`src/rtl/loader_pkg.sv`:
```
// Shared types and constants for the boot-time instruction loader.
//   loader_state_t : loader FSM states
//   BYTES_PER_WORD : stream bytes per instruction word
//   LEN_BYTES      : bytes in the little-endian length header
//   CSUM_WIDTH     : width of the payload checksum
package loader_pkg;

  typedef enum logic [2:0] {
    IDLE,
    LEN_LO,
    LEN_HI,
    PAYLOAD,
    WRITE,
    CHECK,
    DONE,
    ERR
  } loader_state_t;

  localparam int BYTES_PER_WORD = 4;
  localparam int LEN_BYTES      = 2;
  localparam int CSUM_WIDTH     = 8;

endpackage

```
`src/rtl/word_assembler.sv`:
```
// Little-endian byte-to-word assembler.
//   clk, rst   : clock, synchronous active-high reset
//   clr        : synchronous clear (load restart)
//   shift_en   : a payload byte is accepted this cycle
//   byte_data  : the accepted byte
//   word       : word as it stands including the byte being accepted now
//   word_full  : the byte being accepted now completes the word
module word_assembler #(
  parameter int DATA_WIDTH = 32
) (
  input  logic                  clk,
  input  logic                  rst,
  input  logic                  clr,
  input  logic                  shift_en,
  input  logic [7:0]            byte_data,
  output logic [DATA_WIDTH-1:0] word,
  output logic                  word_full
);

  localparam int NB = DATA_WIDTH / 8;
  localparam int CW = (NB > 1) ? $clog2(NB) : 1;

  logic [DATA_WIDTH-1:0] sh;
  logic [CW-1:0]         cnt;

  // Bytes enter at the top and move down, so after NB shifts byte 0
  // sits in [7:0]. The output already includes the incoming byte so the
  // loader can write the word on the same edge that accepts its last byte.
  assign word      = {byte_data, sh[DATA_WIDTH-1:8]};
  assign word_full = shift_en && (cnt == CW'(NB - 1));

  always_ff @(posedge clk) begin
    if (rst || clr) begin
      sh  <= '0;
      cnt <= '0;
    end else if (shift_en) begin
      sh  <= word;
      cnt <= cnt + CW'(1);
    end
  end

endmodule

```
`src/rtl/instr_loader.sv`:
```
// Boot loader that fills instruction memory from a byte stream, verifies
// an 8-bit payload checksum and then releases the core from reset.
// Frame: LEN_LO, LEN_HI, 4*N payload bytes (little-endian words), checksum.
//   clk, rst    : clock, synchronous active-high reset
//   start       : one-cycle pulse, begin or restart a load
//   byte_valid/byte_data/byte_ready : input byte stream handshake
//   we/waddr/wdata : instruction memory word write port
//   cpu_rst     : core reset, low only after a verified load
//   done/error  : sticky status until start or rst
//   word_count  : words written in current/last load
module instr_loader
  import loader_pkg::*;
#(
  parameter int DATA_WIDTH = 32,
  parameter int ADDR_WIDTH = 10
) (
  input  logic                  clk,
  input  logic                  rst,
  input  logic                  start,
  input  logic                  byte_valid,
  input  logic [7:0]            byte_data,
  output logic                  byte_ready,
  output logic                  we,
  output logic [ADDR_WIDTH-1:0] waddr,
  output logic [DATA_WIDTH-1:0] wdata,
  output logic                  cpu_rst,
  output logic                  done,
  output logic                  error,
  output logic [ADDR_WIDTH:0]   word_count
);

  localparam int MAX_WORDS = 2 ** ADDR_WIDTH;
  localparam int WCW       = ADDR_WIDTH + 1;

  loader_state_t         state;
  logic [7:0]            len_lo;
  logic [15:0]           len;
  logic [CSUM_WIDTH-1:0] sum;

  logic                  xfer;
  logic [15:0]           len_in;
  logic                  shift_en;
  logic [DATA_WIDTH-1:0] asm_word;
  logic                  word_full;

  assign xfer     = byte_valid && byte_ready;
  assign len_in   = {byte_data, len_lo};
  // start takes priority over a coincident byte, so it is never consumed.
  assign shift_en = xfer && (state == PAYLOAD) && !start;

  word_assembler #(.DATA_WIDTH(DATA_WIDTH)) u_asm (
    .clk       (clk),
    .rst       (rst),
    .clr       (start),
    .shift_en  (shift_en),
    .byte_data (byte_data),
    .word      (asm_word),
    .word_full (word_full)
  );

  // byte_ready is assigned alongside each transition so it always matches
  // the state being entered while remaining a plain flop output.
  always_ff @(posedge clk) begin
    if (rst) begin
      state      <= IDLE;
      byte_ready <= 1'b0;
      we         <= 1'b0;
      waddr      <= '0;
      wdata      <= '0;
      cpu_rst    <= 1'b1;
      done       <= 1'b0;
      error      <= 1'b0;
      word_count <= '0;
      len_lo     <= '0;
      len        <= '0;
      sum        <= '0;
    end else if (start) begin
      state      <= LEN_LO;
      byte_ready <= 1'b1;
      we         <= 1'b0;
      cpu_rst    <= 1'b1;
      done       <= 1'b0;
      error      <= 1'b0;
      word_count <= '0;
      sum        <= '0;
    end else begin
      we <= 1'b0;
      case (state)
        LEN_LO: if (xfer) begin
          len_lo <= byte_data;
          state  <= LEN_HI;
        end
        LEN_HI: if (xfer) begin
          len <= len_in;
          if (int'(len_in) > MAX_WORDS) begin
            state      <= ERR;
            byte_ready <= 1'b0;
            error      <= 1'b1;
          end else if (len_in == 16'd0) begin
            state <= CHECK;
          end else begin
            state <= PAYLOAD;
          end
        end
        PAYLOAD: if (xfer) begin
          sum <= sum + byte_data;
          if (word_full) begin
            state      <= WRITE;
            byte_ready <= 1'b0;
            we         <= 1'b1;
            waddr      <= word_count[ADDR_WIDTH-1:0];
            wdata      <= asm_word;
            word_count <= word_count + WCW'(1);
          end
        end
        // word_count was bumped on entry, so it already equals index+1.
        WRITE: begin
          byte_ready <= 1'b1;
          state      <= (32'(word_count) == 32'(len)) ? CHECK : PAYLOAD;
        end
        CHECK: if (xfer) begin
          byte_ready <= 1'b0;
          if (byte_data == sum) begin
            state   <= DONE;
            done    <= 1'b1;
            cpu_rst <= 1'b0;
          end else begin
            state <= ERR;
            error <= 1'b1;
          end
        end
        default: ;  // IDLE, DONE, ERR hold until start/rst
      endcase
    end
  end

endmodule

```
`config.mk`:
```
export PLATFORM = sky130hd
export DESIGN_NAME = instr_loader
export DESIGN_NICKNAME = d
export VERILOG_FILES = /design/src/rtl/loader_pkg.sv /design/src/rtl/word_assembler.sv /design/src/rtl/instr_loader.sv
export SDC_FILE = /design/constraint.sdc
export NUM_CORES = 1
export LEC_CHECK = 0
export CAP_MARGIN = 5
export CORE_MARGIN = 3
export CORE_UTILIZATION = 45
export CTS_CLUSTER_SIZE = 25
export DETAILED_ROUTE_END_ITERATION = 12
export PLACE_DENSITY = 0.7
export SLEW_MARGIN = 20
export SYNTH_ARGS = -nofsm -noshare
export SYNTH_HDL_FRONTEND = slang
export SYNTH_SLANG_ARGS = --single-unit
```
`constraint.sdc`:
```
create_clock -name clk -period 2 [get_ports clk]
set_clock_uncertainty 0.1 [all_clocks]
set_input_delay 0.5 -clock clk [delete_from_list [all_inputs] [get_ports clk]]
set_output_delay 0.5 -clock clk [all_outputs]
set_load 0.02 [all_outputs]
```
* After elaboration in Yosys (flattened, before gate mapping)
Cells that the tools add are included.
Storage, ports and cells: register bits after elaboration 127, output and inout port bits 58
Cells by class: $add $sub $neg 3, $lt $le $gt $ge 1, equal/unequal tests 21, muxes and demuxes 24, bitwise operators 3, reduce and logical (&&, ||, !) cells 23
Operators with widths (number):
- 2-to-1 mux 3 bit | 8
- AND reduction 6 bit | 3
- == test 11 x 16 -> 1 bit | 1
- > comparator 16 x 11 -> 1 bit (second input constant) | 1
- zero test 16 bit | 1
- inequality test 3 bit (second input constant) | 5
- one-hot mux 3 bit (5 select lines) | 1
- 2-to-1 mux 1 bit | 13
- inequality test 2 bit (second input constant) | 6
- AND reduction 3 bit | 4
- adder 11 x 1 -> 11 bit (second input constant) | 1
- nonzero test 5 bit | 2
- adder 8 bit | 1
- == test 8 bit | 1
- == test 3 x 2 -> 1 bit (second input constant) | 2
- == test 3 bit (second input constant) | 2
- nonzero test 6 bit | 1
- AND reduction 5 bit | 1
- logical AND 1 bit | 4
- one-hot mux 1 bit (4 select lines) | 1
- AND reduction 4 bit | 1
- OR reduction 4 bit | 1
- == test 3 x 1 -> 1 bit (second input constant) | 1
- inequality test 3 x 2 -> 1 bit (second input constant) | 1
- 10 further kinds | 12

* Depth between registers and ports, before layout
depth after elaboration 8, depth in mapped cells 8, depth with buffers taken out 8

* By module
Synthesis repeated with hierarchy kept, for this count alone.
Unflattened totals: cells, all modules 584, area total of the unflattened synthesis 5007.3 µm²
By module, submodules not included:
- instr_loader | instances 1, cells each 489, area each 3967.6 µm²
- word_assembler | instances 1, cells each 95, area each 1039.7 µm²

* Worst setup path before layout
Ideal clock, no wire load.
kind input to register, from in byte_data[1], to reg sum[7], setup time 0.070 ns, arrival 1.947 ns, data required time 1.830 ns, path slack -0.118 ns, stages on the path 6, path buffers 0, cells stage by stage ha_1 a211oi_1 o211ai_1 and3_1 or4_1 a21oi_1
On the way: longest elaborated chain between the ends 1
Ends and longest elaborated chain:
- from (decl) | line instr_loader.sv:21 | input logic [7:0] byte_data,
- adder 8 bit | line instr_loader.sv:106 | sum <= sum + byte_data;
- to (signal assigned) | line instr_loader.sv:106
- to (decl) | line instr_loader.sv:38 | logic [CSUM_WIDTH-1:0] sum;
Every way passes these cells. A chain may end at the register's enable or synchronous reset.

* Final worst setup path
from reg len_lo[5], to reg state[2]
On the way: longest elaborated chain between the ends 5, elaborated cells between the ends (all ways) 6
Ends and longest elaborated chain:
- from (decl) | line instr_loader.sv:36 | logic [7:0] len_lo;
- from (signal assigned) | line instr_loader.sv:90 | len_lo <= byte_data;
- parallel branches: the longest is 2 deep, another holds > comparator 16 x 11 -> 1 bit
- 2-to-1 mux 3 bit * | line instr_loader.sv:95 | if (int'(len_in) > MAX_WORDS) begin
- 2-to-1 mux 3 bit * | line instr_loader.sv:93 | LEN_HI: if (xfer) begin
- one-hot mux 3 bit (5 select lines) * | line instr_loader.sv:88 | case (state)
- to (signal assigned) | line instr_loader.sv:119 | state <= (32'(word_count) == 32'(len)) ? CHECK : PAYLOAD;
- to (decl) | line instr_loader.sv:35 | loader_state_t state;
Every way passes the cells marked *. The select of a mux whose other input is x is not followed.

==> qor.txt <==
pin count of the biggest net entering global routing: 45
Post-Syn Instances: 615
Logic pwr share: 3.7%
Final period util: 98.3%
crit path time final: 1.97 ns
P_leak: 2.72 nW
Final WS setup: 0.0331 ns
number of CTS-inserted buffers: 17
CP bufs+invs: 0
DR WL/cell: 15.5 µm
VDD IR max: 508 µV
Worst Path Arrival: 2.31 ns
top cells by area, synth: dfxtp_1 (48%), nand2_1 (14%), a21oi_1 (10%)
Setup-failing EPs final: 0
core area: 10500 µm²
Rel. slew slack: 71.3%
number of synthesized flops with an enable pin: 0
Worst setup EP type: flop
Net Sw Frac: 21.1%
Hold Buf Count CTS: 0
Clk pwr share: 54.5%
GRT Total Usage: 21.9%
Yosys reg bits: 119
GRT overflow: 0
Clock Latency Late Sink: 0.52 ns
initial antenna violation count: 0
die extent in x: 111 µm
Cells after DPL: 844
Final GP Congestion: 0.931
DP HPWL: 9200 µm
Yosys top cell by area: dfxtp_1
Site Rows: 37
Met2 Routed Length: 6570 µm
diode count: 0
CP delay by family, top: simple AND/OR/NAND/NOR gates
Slew Limit Fails: 0
CP max stage cell: or4_4
Mapped Avg Cell Area: 8.05 µm²
Clock Sinks: 119
Syn Nets: 637
Final ANT Viol Nets: 0
count leader, synth: nand2_1
area grow syn2layout: 37.8%
initial drt markers: 228
DRC: 0
TritonCTS clock tree: built
DR vias: 4626
Flop pwr share: 41.7%
post-synthesis sequential area ratio: 48.1%
Final TNS setup: 0 ns
Post-synth top cells: nand2_1 (183), dfxtp_1 (119), a21oi_1 (100), nor2_1 (37), clkbuf_1 (29)
vias per cell: 5.27
Clock Tree Buf Depth: 2
Crit Path Max Fanout: 3
status: complete, no violations
Die ar.: 12300 µm²
total routed wirelength: 13600 µm
Reg clk slew, reported paths: 0.05 ns
drt pass-1 iters: 5
Post-Syn Area: 4950 µm²
WP data required: 2.34 ns
htree depth: 4
clock root cell: clkbuf_8
ys async rst share: 0%
worst path cell trace: or4_4 -> or4_4 -> nand3_2 -> a211oi_2 -> a211oi_2
f_max: 508 MHz
final count of hold timing violations: 0
P_sw: 1.20 mW
share of layout cells above drive strength 1: 18.6%
Die Ht: 111 µm
wire length on met3: 814 µm
global-route wire length before repair: 22100 µm
Hold/Removal Path Class: input port to flop
Synthesis Warnings: 0
Synth Flop Type: dfxtp_1
library cells used by synthesis: 44
final net count: 750
max_cap viols: 0
Initial Util: 47.1%
CP startpoint kind: flop
Synth top area share: 48.1%
Least-Margin Pin Slew: 0.431 ns
CP Class: flop to flop
utilization after layout: 64.9%
CP peak stage delay: 0.57 ns
Post-Layout Cell Count: 877
DRT met1 WL: 5970 µm
P per Cell Area: 839 nW/µm²
vias in the first global route: 4456
highest metal used: met4
I/O Buffers: 69
RSZ-0062 raised after global routing: true
P_int: 4.52 mW
DP Worst Slack: -0.753 ns
I/O pin count: 70
==> registers in the layout, indices dropped and copies added, names as in the netlist <==
name        flops
sum             8
cpu_rst         1
we              1
len            16
u_asm.cnt       2
error           1
waddr          10
wdata          32
state           3
word_count     11
u_asm.sh       24
done            1
byte_ready      1
len_lo          8
==> area by class of cell <==
class                           count  area [µm²]
Fill cell                         883        3690
Multi-Input combinational cell    449        2490
Tap cell                          136         170
Inverter                           10        37.5
Clock buffer                       20         435
Timing Repair Buffer              131        1120
Sequential cell                   119        2390
Clock inverter                     12         176
==> metrics by stage <==
stage	hold WS [ns]	power (mW)	area (µm²)
2_1_floorplan	0.332	2.53	4980
6_report	0.319	5.72	6820
3_3_place_gp	0.342	2.64	6190
5_1_grt	0.322	5.89	6820
4_1_cts	0.284	5.74	6750
3_5_place_dp	0.346	2.64	6190
==> per-layer routing <==
layer	vias up	GRT usage (%)
li1	2290	-
met1	2185	27.8
met2	131	36.7
met3	20	5.57
met4	0	6.81
met5	-	0
==> final timing paths <==
kind	startpoint	end	slack, ns	cells past startpoint
max	len_lo[5]	state[2]	0.03	5
min	rst	state[2]	0.32	4
max reg2reg	len_lo[5]	state[2]	0.03	5
min reg2reg	wdata[12]	wdata[12]	0.35	2
==> layout by cell type, fill, tap and decap left out, drive strengths merged, types with 2 or more instances in the layout <==
master         count
nand2            183
a21oi            100
clkdlybuf4s15      2
xnor2             21
nand3b             2
xor2               3
a211oi             7
nand4              5
nand2b             5
and3               2
or3                3
clkinvlp           2
nor2              37
o31ai              2
nor4               4
buf               63
o21ai              9
clkdlybuf4s50      2
clkbuf            22
or2                3
clkinv             6
inv               10
a221oi             2
dlygate4sd2       61
o211ai             2
or4                8
dfxtp            119
ha                 9
nor3              16
mux2i              7
nand3              9
a31oi              2
bufinv             4
==> worst min-delay path, delay by kind of cell <==
kind / cells / cell delay [ns]
AOI/OAI and AO/OA: 2 / 0.17
buffers and inverters: 1 / 0.13
and+or+nand+nor: 1 / 0.09
==> power groups by stage <==
stage / Combinational, mW / Sequential (mW) / Clock [mW]
6_report: 0.213 / 2.39 / 3.12
2_1_floorplan: 0.0925 / 2.43 / 0
3_3_place_gp: 0.203 / 2.44 / 0
3_5_place_dp: 0.204 / 2.44 / 0
4_1_cts: 0.201 / 2.39 / 3.15
5_1_grt: 0.229 / 2.39 / 3.28
==> cell families (layout without fill, tap and decap cells) <==
group | after synthesis | in the layout | share of synthesized area (%)
compound gates | 127 | 127 | 13.9
xor+xnor | 24 | 24 | 4.25
fa+ha+maj | 10 | 10 | 2.68
buf+inv | 47 | 173 | 4.04
flops | 119 | 119 | 48.1
mux | 7 | 7 | 1.42
simple gates | 281 | 281 | 25.6
==> what timing repair did <==
item	CTS	global route
resized for setup	73	25
endpoints found under the setup margin	66	17
hold endpoints to repair	0	0
pin swaps	0	7
buffers inserted	0	1
cloned	0	0
Note: power is estimated with default switching activity, not from simulation.
==> edit, RTL diff (config.mk and constraints unchanged) <==
Set the parameter `ADDR_WIDTH` to 9 (it was 10).
--- a/src/rtl/instr_loader.sv
+++ b/src/rtl/instr_loader.sv
@@ -12,7 +12,7 @@
   import loader_pkg::*;
 #(
   parameter int DATA_WIDTH = 32,
-  parameter int ADDR_WIDTH = 10
+  parameter int ADDR_WIDTH = 9
 ) (
   input  logic                  clk,
   input  logic                  rst,
Ports: changed (resized waddr and word_count); port bits go from 70 to 68. The function was not compared with the original's and may differ.
==> edit against the unedited design <==
Sequential power down 2%; cell area is 4.3% lower; total power shrank 4.4%; count of clock-buffer cells in the layout rose by 1; worst setup slack better by 0.023 ns; wire length fell by 8.0%; area after synthesis is 2.1% lower; synthesized cell count fell by 4.2%; sequential cell count decreased by 2; critical path depth is 2 higher; sequential share of layout area increased by 0.90 points; largest power group unchanged; highest routed layer unchanged.
==> edit: results (changes against the unedited design) <==
Outcome - complete, no violations
Clk pin slew, worst setup/hold paths - 0.06 ns
Final Cycle Share - 97.2% (-1.1 points)
Reg2reg path depth - 6 (+1)
Synth top area share - 48.3% (+0.19 points)
Drt pass-1 iters - 5 (unchanged)
Dpl cell area - 5970 µm² (-3.4%)
Count of port buffers added during placement - 67 (-2.9%)
Origin of the worst setup path - byte_data[4]
Worst Path Arrival - 2.28 ns (-0.03 ns)
Filler cell count - 951 (+7.7%)
Worst Tran Pin Value - 0.612 ns (+0.181 ns)
Layout cells sized above 1 - 14.9% (-3.8 points)
Inst Count DP - 810 (-4.0%)
Leakage power - 0.00272 µW (+0.16%)
Commonest cells in the netlist - nand2_1 (151), dfxtp_1 (117), a21oi_1 (83)
Gr usage total - 21.9% (about the same)
Regs by FF count - wdata: 32 flops, u_asm.sh: 24 flops, len: 16 flops
Mapped Nets - 611 (-4.1%)
Crit-path slowest cell - clkdlybuf4s50_1
Compound-cell area share of the yosys netlist - 12.4% (-1.5 points)
DR iter-0 viols - 274 (+20%)
Synth Warn # - 0 (unchanged)
Reg-to-Reg Start - byte_ready
Synth area leaders - dfxtp_1 (48%), nand2_1 (12%), a21oi_1 (8.6%)
CP max FO - 4 (+1)
Post-DP HPWL - 8.62 mm (-6.3%)
Vias in the first global route - 4227 (-5.1%)
Largest net degree at the start of global routing - 63 (+40%)
Routability Congestion - 0.934 (+0.40%)
CP max stage delay - 0.43 ns (-0.14 ns)
First-pass GRT wire length - 20.6 mm (-6.9%)
Finished Layout Cells - 842 (-4.0%)
Mux cell area share after synthesis - 5.16% (+3.7 points)
Max reg flops - 32 (unchanged)
Register area share after synthesis - 48.3% (+0.19 points)
Syn avg cell area - 8.23 µm² (+2.2%)
Dpl ws - -0.578 ns (+0.175 ns)
Netlist cell types - 47 (+6.8%)
Diodes inserted - 0 (unchanged)
Hold path depth - 3 (-1)
Adder-cell share of the synthesized area - 2.74% (+0.057 points)
Worst hold path startpoint - byte_data[1]
Post-Synth XOR/XNOR Area - 3.98% (-0.27 points)
R2r setup slk - 0.11 ns (+0.08 ns)
Hold WC Path Type - primary input to register
Final net count - 715 (-4.7%)
Max VDD drop - 0.493 mV (-2.9%)
Routed WL per cell - 14.8 µm (-4.2%)
H-tree levels - 4 (unchanged)
Final Core Density - 62.6% (-2.3 points)
Avg Vias per Cell - 5.19 (-1.6%)
==> edit: layer usage <==
layer  track usage, %  up-vias  share of wire, %
met5                0        -                 0
met4             9.62        0               2.3
met3             5.28       23               5.4
met2             35.1      132                48
met1             28.1     2032                44
li1                 -     2183                 -
==> edit: what timing repair did <==
action	CTS	global route
gates resized for setup	62	8
setup endpoints to repair	58	14
pin swaps	1	1
==> edit: path summary, 6_finish.rpt <==
| path | to |
|---|---|
| setup / recovery | sum[7] |
| hold / removal | u_asm.sh[25] |
| setup reg to reg | word_count[5] |
| hold reg to reg | waddr[8] |
==> edit: metrics by stage <==
step | total power, µW | hold WS [ns]
final | 5470 | 0.220
after global routing | 5650 | 0.219
after CTS | 5490 | 0.287
after detailed placement | 2600 | 0.348
after global placement | 2600 | 0.345
after floorplan | 2490 | 0.332
==> edit: power by group <==
part / switching [µW] / internal [µW] / total [µW]
combinational: 124 / 86.2 / 210
clock: 1080 / 1840 / 2920
sequential: 7.46 / 2340 / 2350
==> edit: final cells by class <==
| type | count | share of cell area [%] |
|---|---|---|
| clock buffers | 21 | 6.88 |
| clock inverters | 11 | 1.94 |
| inverters | 7 | 0.403 |
| multi-input cells | 427 | 36.0 |
| flip-flops and latches | 117 | 35.9 |
| well taps | 136 | 2.61 |
| repair buffers | 123 | 16.2 |
==> edit: critical path: cells and delay by family <==
| family | cells | cell delay (ns) |
|---|---|---|
| AOI/OAI and AO/OA | 3 | 0.56 |
| adders and majority gates | 1 | 0.35 |
| buffers and inverters | 1 | 0.43 |
| muxes | 2 | 0.44 |
==> edit: logic make-up after synthesis <==
kind of cell,count (synthesis)
buffers and inverters,45
adder cells (fa/ha/maj),10
XOR/XNOR,22
AND/OR/NAND/NOR,261
flip-flops,117
AO/OA/AOI/OAI,109
multiplexers,25
